--- config.mk ---
export PLATFORM = sky130hd
export DESIGN_NAME = mem_arbiter
export DESIGN_NICKNAME = d
export VERILOG_FILES = /design/src/rtl/mem_arbiter_pkg.sv /design/src/rtl/mem_arbiter_arb_pick.sv /design/src/rtl/mem_arbiter.sv
export SDC_FILE = /design/constraint.sdc
export NUM_CORES = 1
export LEC_CHECK = 0
export ABC_CLOCK_PERIOD_IN_PS = 2300
export CAP_MARGIN = 5
export CELL_PAD_IN_SITES_DETAIL_PLACEMENT = 1
export CELL_PAD_IN_SITES_GLOBAL_PLACEMENT = 1
export CORE_ASPECT_RATIO = 0.75
export CORE_MARGIN = 3
export CORE_UTILIZATION = 21
export DETAILED_ROUTE_END_ITERATION = 7
export HOLD_SLACK_MARGIN = 0.06
export PLACE_DENSITY_LB_ADDON = 0.12
export SETUP_SLACK_MARGIN = 0.05
export SYNTH_ARGS = -nofsm -noshare
export SYNTH_HDL_FRONTEND = slang
export SYNTH_SLANG_ARGS = --single-unit
--- constraint.sdc ---
create_clock -name clk -period 2.3 [get_ports clk]
set_input_delay 0.23 -clock clk [delete_from_list [all_inputs] [get_ports clk]]
set_output_delay 0.23 -clock clk [all_outputs]
set_load 0.01 [all_outputs]
--- src/rtl/mem_arbiter_pkg.sv ---
// Shared types for the two-master memory arbiter: FSM state encoding,
// grant encoding and default bus widths.
package mem_arbiter_pkg;

  localparam int AW_DEF = 32;
  localparam int DW_DEF = 32;

  typedef enum logic [1:0] {
    IDLE = 2'd0,
    REQ  = 2'd1,
    RSP  = 2'd2
  } state_t;

  typedef enum logic {
    GNT_M0 = 1'b0,
    GNT_M1 = 1'b1
  } gnt_t;

  // The master that did not hold the given grant.
  function automatic gnt_t gnt_other(input gnt_t g);
    return (g == GNT_M0) ? GNT_M1 : GNT_M0;
  endfunction

endpackage

--- src/rtl/mem_arbiter_arb_pick.sv ---
// Combinational two-way grant selector for mem_arbiter.
// Default build: fixed priority, M1 (load/store) over M0 (fetch).
// With ARB_ROUND_ROBIN_EN defined: on a simultaneous request the master
// that did not win last time is picked.
module arb_pick
  import mem_arbiter_pkg::*;
(
  input  logic req0,
  input  logic req1,
`ifdef ARB_ROUND_ROBIN_EN
  input  gnt_t last_grant,
`endif
  output logic any,
  output gnt_t gnt
);

  // Select a winner among the requesting masters.
  always_comb begin
    any = req0 | req1;
    gnt = GNT_M0;
`ifdef ARB_ROUND_ROBIN_EN
    if (req0 && req1) begin
      gnt = gnt_other(last_grant);
    end else if (req1) begin
      gnt = GNT_M1;
    end
`else
    if (req1) begin
      gnt = GNT_M1;
    end
`endif
  end

endmodule

--- src/rtl/mem_arbiter.sv ---
// Two-master, one-slave memory arbiter between the CPU core and memory.
// M0 = instruction fetch (read-only), M1 = load/store. One transaction is
// outstanding at a time; every transaction walks IDLE -> REQ -> RSP.
// Optional build macro: ARB_ROUND_ROBIN_EN (round-robin on simultaneous
// requests instead of fixed M1-over-M0 priority).
module mem_arbiter
  import mem_arbiter_pkg::*;
#(
  parameter int AW = AW_DEF,
  parameter int DW = DW_DEF
) (
  input  logic              clk,
  input  logic              rst,
  // M0: instruction fetch
  input  logic              m0_req_valid,
  output logic              m0_req_ready,
  input  logic [AW-1:0]     m0_req_addr,
  output logic              m0_rsp_valid,
  input  logic              m0_rsp_ready,
  output logic [DW-1:0]     m0_rsp_rdata,
  output logic              m0_rsp_err,
  // M1: load/store
  input  logic              m1_req_valid,
  output logic              m1_req_ready,
  input  logic              m1_req_we,
  input  logic [AW-1:0]     m1_req_addr,
  input  logic [DW-1:0]     m1_req_wdata,
  input  logic [DW/8-1:0]   m1_req_wstrb,
  output logic              m1_rsp_valid,
  input  logic              m1_rsp_ready,
  output logic [DW-1:0]     m1_rsp_rdata,
  output logic              m1_rsp_err,
  // Slave port
  output logic              s_req_valid,
  input  logic              s_req_ready,
  output logic              s_req_we,
  output logic [AW-1:0]     s_req_addr,
  output logic [DW-1:0]     s_req_wdata,
  output logic [DW/8-1:0]   s_req_wstrb,
  input  logic              s_rsp_valid,
  output logic              s_rsp_ready,
  input  logic [DW-1:0]     s_rsp_rdata,
  input  logic              s_rsp_err
);

  localparam int SW = DW / 8;

  state_t          state_q;
  state_t          state_d;
  gnt_t            grant_q;
  logic            we_q;
  logic [AW-1:0]   addr_q;
  logic [DW-1:0]   wdata_q;
  logic [SW-1:0]   wstrb_q;

  logic            pick_any;
  gnt_t            pick_gnt;
  logic            accept;
  logic            rsp_ready;

`ifdef ARB_ROUND_ROBIN_EN
  gnt_t            last_grant_q;
`endif

  arb_pick u_pick (
    .req0       (m0_req_valid),
    .req1       (m1_req_valid),
`ifdef ARB_ROUND_ROBIN_EN
    .last_grant (last_grant_q),
`endif
    .any        (pick_any),
    .gnt        (pick_gnt)
  );

  // A request is taken only while idle; this is the single accept cycle.
  assign accept = (state_q == IDLE) && pick_any;

  // Slave request payload always comes from the latched registers so it
  // stays stable while the slave stalls.
  assign s_req_we    = we_q;
  assign s_req_addr  = addr_q;
  assign s_req_wdata = wdata_q;
  assign s_req_wstrb = wstrb_q;

  // State register.
  always_ff @(posedge clk or posedge rst) begin
    if (rst) begin
      state_q <= IDLE;
    end else begin
      state_q <= state_d;
    end
  end

  // Latch grant and request payload at accept; fetch requests carry no write data.
  always_ff @(posedge clk or posedge rst) begin
    if (rst) begin
      grant_q <= GNT_M0;
      we_q    <= 1'b0;
      addr_q  <= '0;
      wdata_q <= '0;
      wstrb_q <= '0;
    end else if (accept) begin
      grant_q <= pick_gnt;
      if (pick_gnt == GNT_M1) begin
        we_q    <= m1_req_we;
        addr_q  <= m1_req_addr;
        wdata_q <= m1_req_wdata;
        wstrb_q <= m1_req_wstrb;
      end else begin
        we_q    <= 1'b0;
        addr_q  <= m0_req_addr;
        wdata_q <= '0;
        wstrb_q <= '0;
      end
    end
  end

`ifdef ARB_ROUND_ROBIN_EN
  // Remember who won the most recent accept for round-robin fairness.
  always_ff @(posedge clk or posedge rst) begin
    if (rst) begin
      last_grant_q <= GNT_M0;
    end else if (accept) begin
      last_grant_q <= pick_gnt;
    end
  end
`endif

  // Next-state logic and handshake outputs; responses route only to the granted master.
  always_comb begin
    state_d      = state_q;
    m0_req_ready = 1'b0;
    m1_req_ready = 1'b0;
    s_req_valid  = 1'b0;
    rsp_ready    = 1'b0;
    m0_rsp_valid = 1'b0;
    m0_rsp_rdata = '0;
    m0_rsp_err   = 1'b0;
    m1_rsp_valid = 1'b0;
    m1_rsp_rdata = '0;
    m1_rsp_err   = 1'b0;

    case (state_q)
      IDLE: begin
        if (pick_any) begin
          state_d = REQ;
          if (pick_gnt == GNT_M1) begin
            m1_req_ready = 1'b1;
          end else begin
            m0_req_ready = 1'b1;
          end
        end
      end

      REQ: begin
        s_req_valid = 1'b1;
        if (s_req_ready) begin
          state_d = RSP;
        end
      end

      RSP: begin
        if (grant_q == GNT_M1) begin
          rsp_ready    = m1_rsp_ready;
          m1_rsp_valid = s_rsp_valid;
          m1_rsp_rdata = we_q ? '0 : s_rsp_rdata;
          m1_rsp_err   = s_rsp_err;
        end else begin
          rsp_ready    = m0_rsp_ready;
          m0_rsp_valid = s_rsp_valid;
          m0_rsp_rdata = s_rsp_rdata;
          m0_rsp_err   = s_rsp_err;
        end
        if (s_rsp_valid && rsp_ready) begin
          state_d = IDLE;
        end
      end

      default: begin
        state_d = IDLE;
      end
    endcase

    // While reset is held no handshake may be offered, even combinationally.
    if (rst) begin
      m0_req_ready = 1'b0;
      m1_req_ready = 1'b0;
      s_req_valid  = 1'b0;
      rsp_ready    = 1'b0;
      m0_rsp_valid = 1'b0;
      m1_rsp_valid = 1'b0;
    end
  end

  assign s_rsp_ready = rsp_ready;

endmodule

==> results by group <==
Timing
  • # setup viols final: 0
  • Fmax: around 0.47 GHz
  • Final setup TNS: 0 ns
  • Worst hold slack: 0.456 ns
  • Slew Limit Fails: 0
  • Fin. Hold Viols: 0
  • Fin crit period: between 2 and 2.5 ns
  • Final period utilization: 0.930
  • Pin slew with the least headroom to its limit: about 0.44 ns
  • Slew headroom: 0.706
  • RSZ-0062 raised after global routing: no
  • Final Skew: slightly above 0.004 ns

Power and ir drop
  • Pleak: roughly 3.5 nW
  • PD cells: 1030 nW/µm²
  • VDD IR max: about 0.45 mV
  • Clock power frac: 0.196
  • Final Power: ~7.2 mW
  • Pint: slightly below 5 mW
  • Flop pwr share: 0.306
  • Switch Pwr: between 2 and 2.5 mW
  • Sw frac: 0.324
  • Share of total power in combinational logic: 0.498

Global routing
  • GR Util All Layers: 0.147
  • Grt total ovfl: 0
  • Vias in the first global route: roughly 3,600
  • First-pass GRT wire length: approximately 21,000 µm
  • Initial antenna violation count: 1
  • Largest net degree at the start of global routing: 34

Setup path
  • Slowest stage cell, crit path: clkdlybuf4s50_1
  • Worst r2r src: state_q[1]
  • Cell family with the largest share of critical-path delay: buffers and inverters
  • CP Cell Sequence: nand2b_4 -> nor2_4 -> buf_12 -> and2_1 -> clkdlybuf4s50_1
  • CP Max Fanout: 33
  • FF-to-FF path depth: 5
  • WP data required: around 2.1 ns
  • Buf/Inv on CP: 2
  • Crit Path Category: flip-flop to output pin
  • Crit path launch type: flip-flop
  • R2r setup slk: between 0.6 and 0.7 ns
  • Max incr delay on CP: 0.55 ns
  • Worst Path Arrival: about 1.9 ns
  • CP Capture Type: output pin
  • Critical path depth in cells: 5
  • Critical Path Source: state_q[0]

Clock tree
  • Worst-path clk slew: roughly 0.06 ns
  • CTS Sinks: 72
  • Clock Path Buffers: 2
  • Hold Buf Count CTS: 0
  • CTS root buf: clkbuf_16
  • Worst-Skew Late Latency: 0.32 ns
  • CTS tree: built
  • H-tree levels: 3
  • Total CTS buffers: 9

Worst hold path
  • Worst hold path class: input pin to asynchronous set/reset pin

Synthesis
  • Syn_area_per_cell: between 10 and 15 µm²
  • Yosys top cell area share: 0.509
  • Mux cell area share after synthesis: 0.207
  • Adder-Cell Fraction of Synth Area: 0
  • Netlist cell types: 24
  • Yosys top cell by area: dfrtp_1
  • Ys Warns: 0
  • Synth Area in XOR/XNOR: 0
  • Post-Syn Nets: 426
  • Synth Flop Type: dfrtp_1
  • Seq/Total Area, Yosys: 0.509
  • Synth top area cells: dfrtp_1, mux2_2, and2_1
  • Synthesis-stage register bit count: 72
  • Count leader, synth: dfrtp_1
  • Synth Area in Simple Gates: 0.140
  • Compound-cell area share of the yosys netlist: 0.102
  • Syn Std Cell Area: 3540 µm²
  • Async SR Flop Fraction: 1.00
  • EDFF count, synth: 0
  • Largest family of logic cells by synthesized area: multiplexers
  • Synth top cells by count: dfrtp_1, and2_1, mux2_2
  • Gate Count Post-Synth: about 280

Route
  • DR vias/cell: between 4 and 5
  • DRT Pass-1 Iters: 4
  • Avg WL per Cell: approximately 18 µm
  • Final WL: about 14,000 µm
  • Via count: about 3,300
  • DRC viols: 0
  • Initial DRC count: approximately 110
  • ANT nets after route: 0

Floorplanning
  • Initial Util: 0.217
  • Core footprint: 16,300 µm²
  • Die Y-Extent: ~120 µm
  • Chip Width: 156 µm
  • I/O Pins: ~280
  • Row cnt: 40
  • Die footprint: between 15,000 and 20,000 µm²

Final layout
  • Final #Nets: roughly 710
  • Layout cells sized above 1: 0.161
  • Synth-to-Final Area Change: 98.4%

Placement
  • Final Wtd Congestion: approximately 0.75
  • Port Buffers: ~280
  • Post-DP HPWL: 11,300 µm

Status
  • Status: completed

Run
  • Maxcap violations: 0
[registers in the layout, summed over array words and instances, names as in the netlist]
register and cells:
s_req_we 1, s_req_wdata 32, s_req_addr 32, grant_q 1, state_q 2, s_req_wstrb 4
[per-layer routing]
metal	up-vias	track usage	wire, µm
met5	-	0	0
met4	0	0.0309	142
met3	12	0.0509	982
met2	121	0.249	7220
met1	1643	0.180	5780
li1	1555	-	-
[layout make-up]
class                      instances  area (µm²)
antenna                            1        2.50
clock buffer                       9         225
multi-input combinational        188        1600
fill                            1723        9250
tap                              210         263
sequential                        72        1800
inverter                           3        15.0
timing repair buffer             293        3030
clock inverter                     7        76.3
[per-stage QoR]
step                      instance area, µm²  utilization  instances  setup WS [ns]
after floorplan                         3540            -        284          0.323
after global placement                  6600        0.405        765          0.345
after detailed placement                6600        0.405        765          0.317
after CTS                               6900        0.424        781         0.0234
after global routing                    7020        0.431        783         0.0720
final                                   7020        0.431        783          0.162
[power groups by stage]
stage          clock [mW]  combinational (mW)  sequential [mW]
5_1_grt              1.53                3.83             2.28
6_report             1.41                3.58             2.20
4_1_cts              1.48                3.66             2.20
2_1_floorplan           0                1.32             2.44
3_3_place_gp            0                3.59             2.18
3_5_place_dp            0                3.66             2.20
[cell usage in the layout (no fill, tap or decap)]
master and n:
clkdlybuf4s50_1 240, dfrtp_1 72, and2_1 66, mux2_2 58, dlymetal6s2s_1 39, a22o_1 37
clkbuf_16 9, buf_4 8, mux2_1 6, clkinvlp_4 3, nor3_1 3, nor2_1 3
inv_6 3, buf_12 3, nor2_2 2, nand2_1 2, inv_1 2, dlygate4sd2_1 2
diode_2 1, o21ai_4 1, nand2b_1 1, o21ai_0 1, nand3b_1 1, nand2b_4 1
nor2_4 1, mux2i_1 1, and3_1 1, nor2b_1 1, o22ai_1 1, a21o_1 1
clkinv_2 1, bufinv_16 1, buf_2 1
[worst register-to-register path, delay by kind of cell (launching register included)]
family / cells / cell delay, ns
compound gates: 2 / 0.33
buf+inv: 2 / 0.52
flops: 1 / 0.43
simple gates: 1 / 0.23
[timing repair]
action,CTS,global route
gates resized for setup,3,42
setup buffers,0,1
setup endpoints to repair,54,63
[cell families after synthesis]
family          count (synthesis)
mux                            65
flops                          72
buf+inv                        24
compound gates                 41
simple gates                   82
[final timing paths]
kind,endpoint
worst max-delay path,m0_rsp_rdata[17]
worst min-delay path,s_req_wstrb[1]
worst max register to register,s_req_wstrb[3]
worst min register to register,s_req_wdata[29]
max in group asynchronous,s_req_wdata[25]
min in group clk,s_req_wdata[5]
Power figures use the tool's default switching activity.
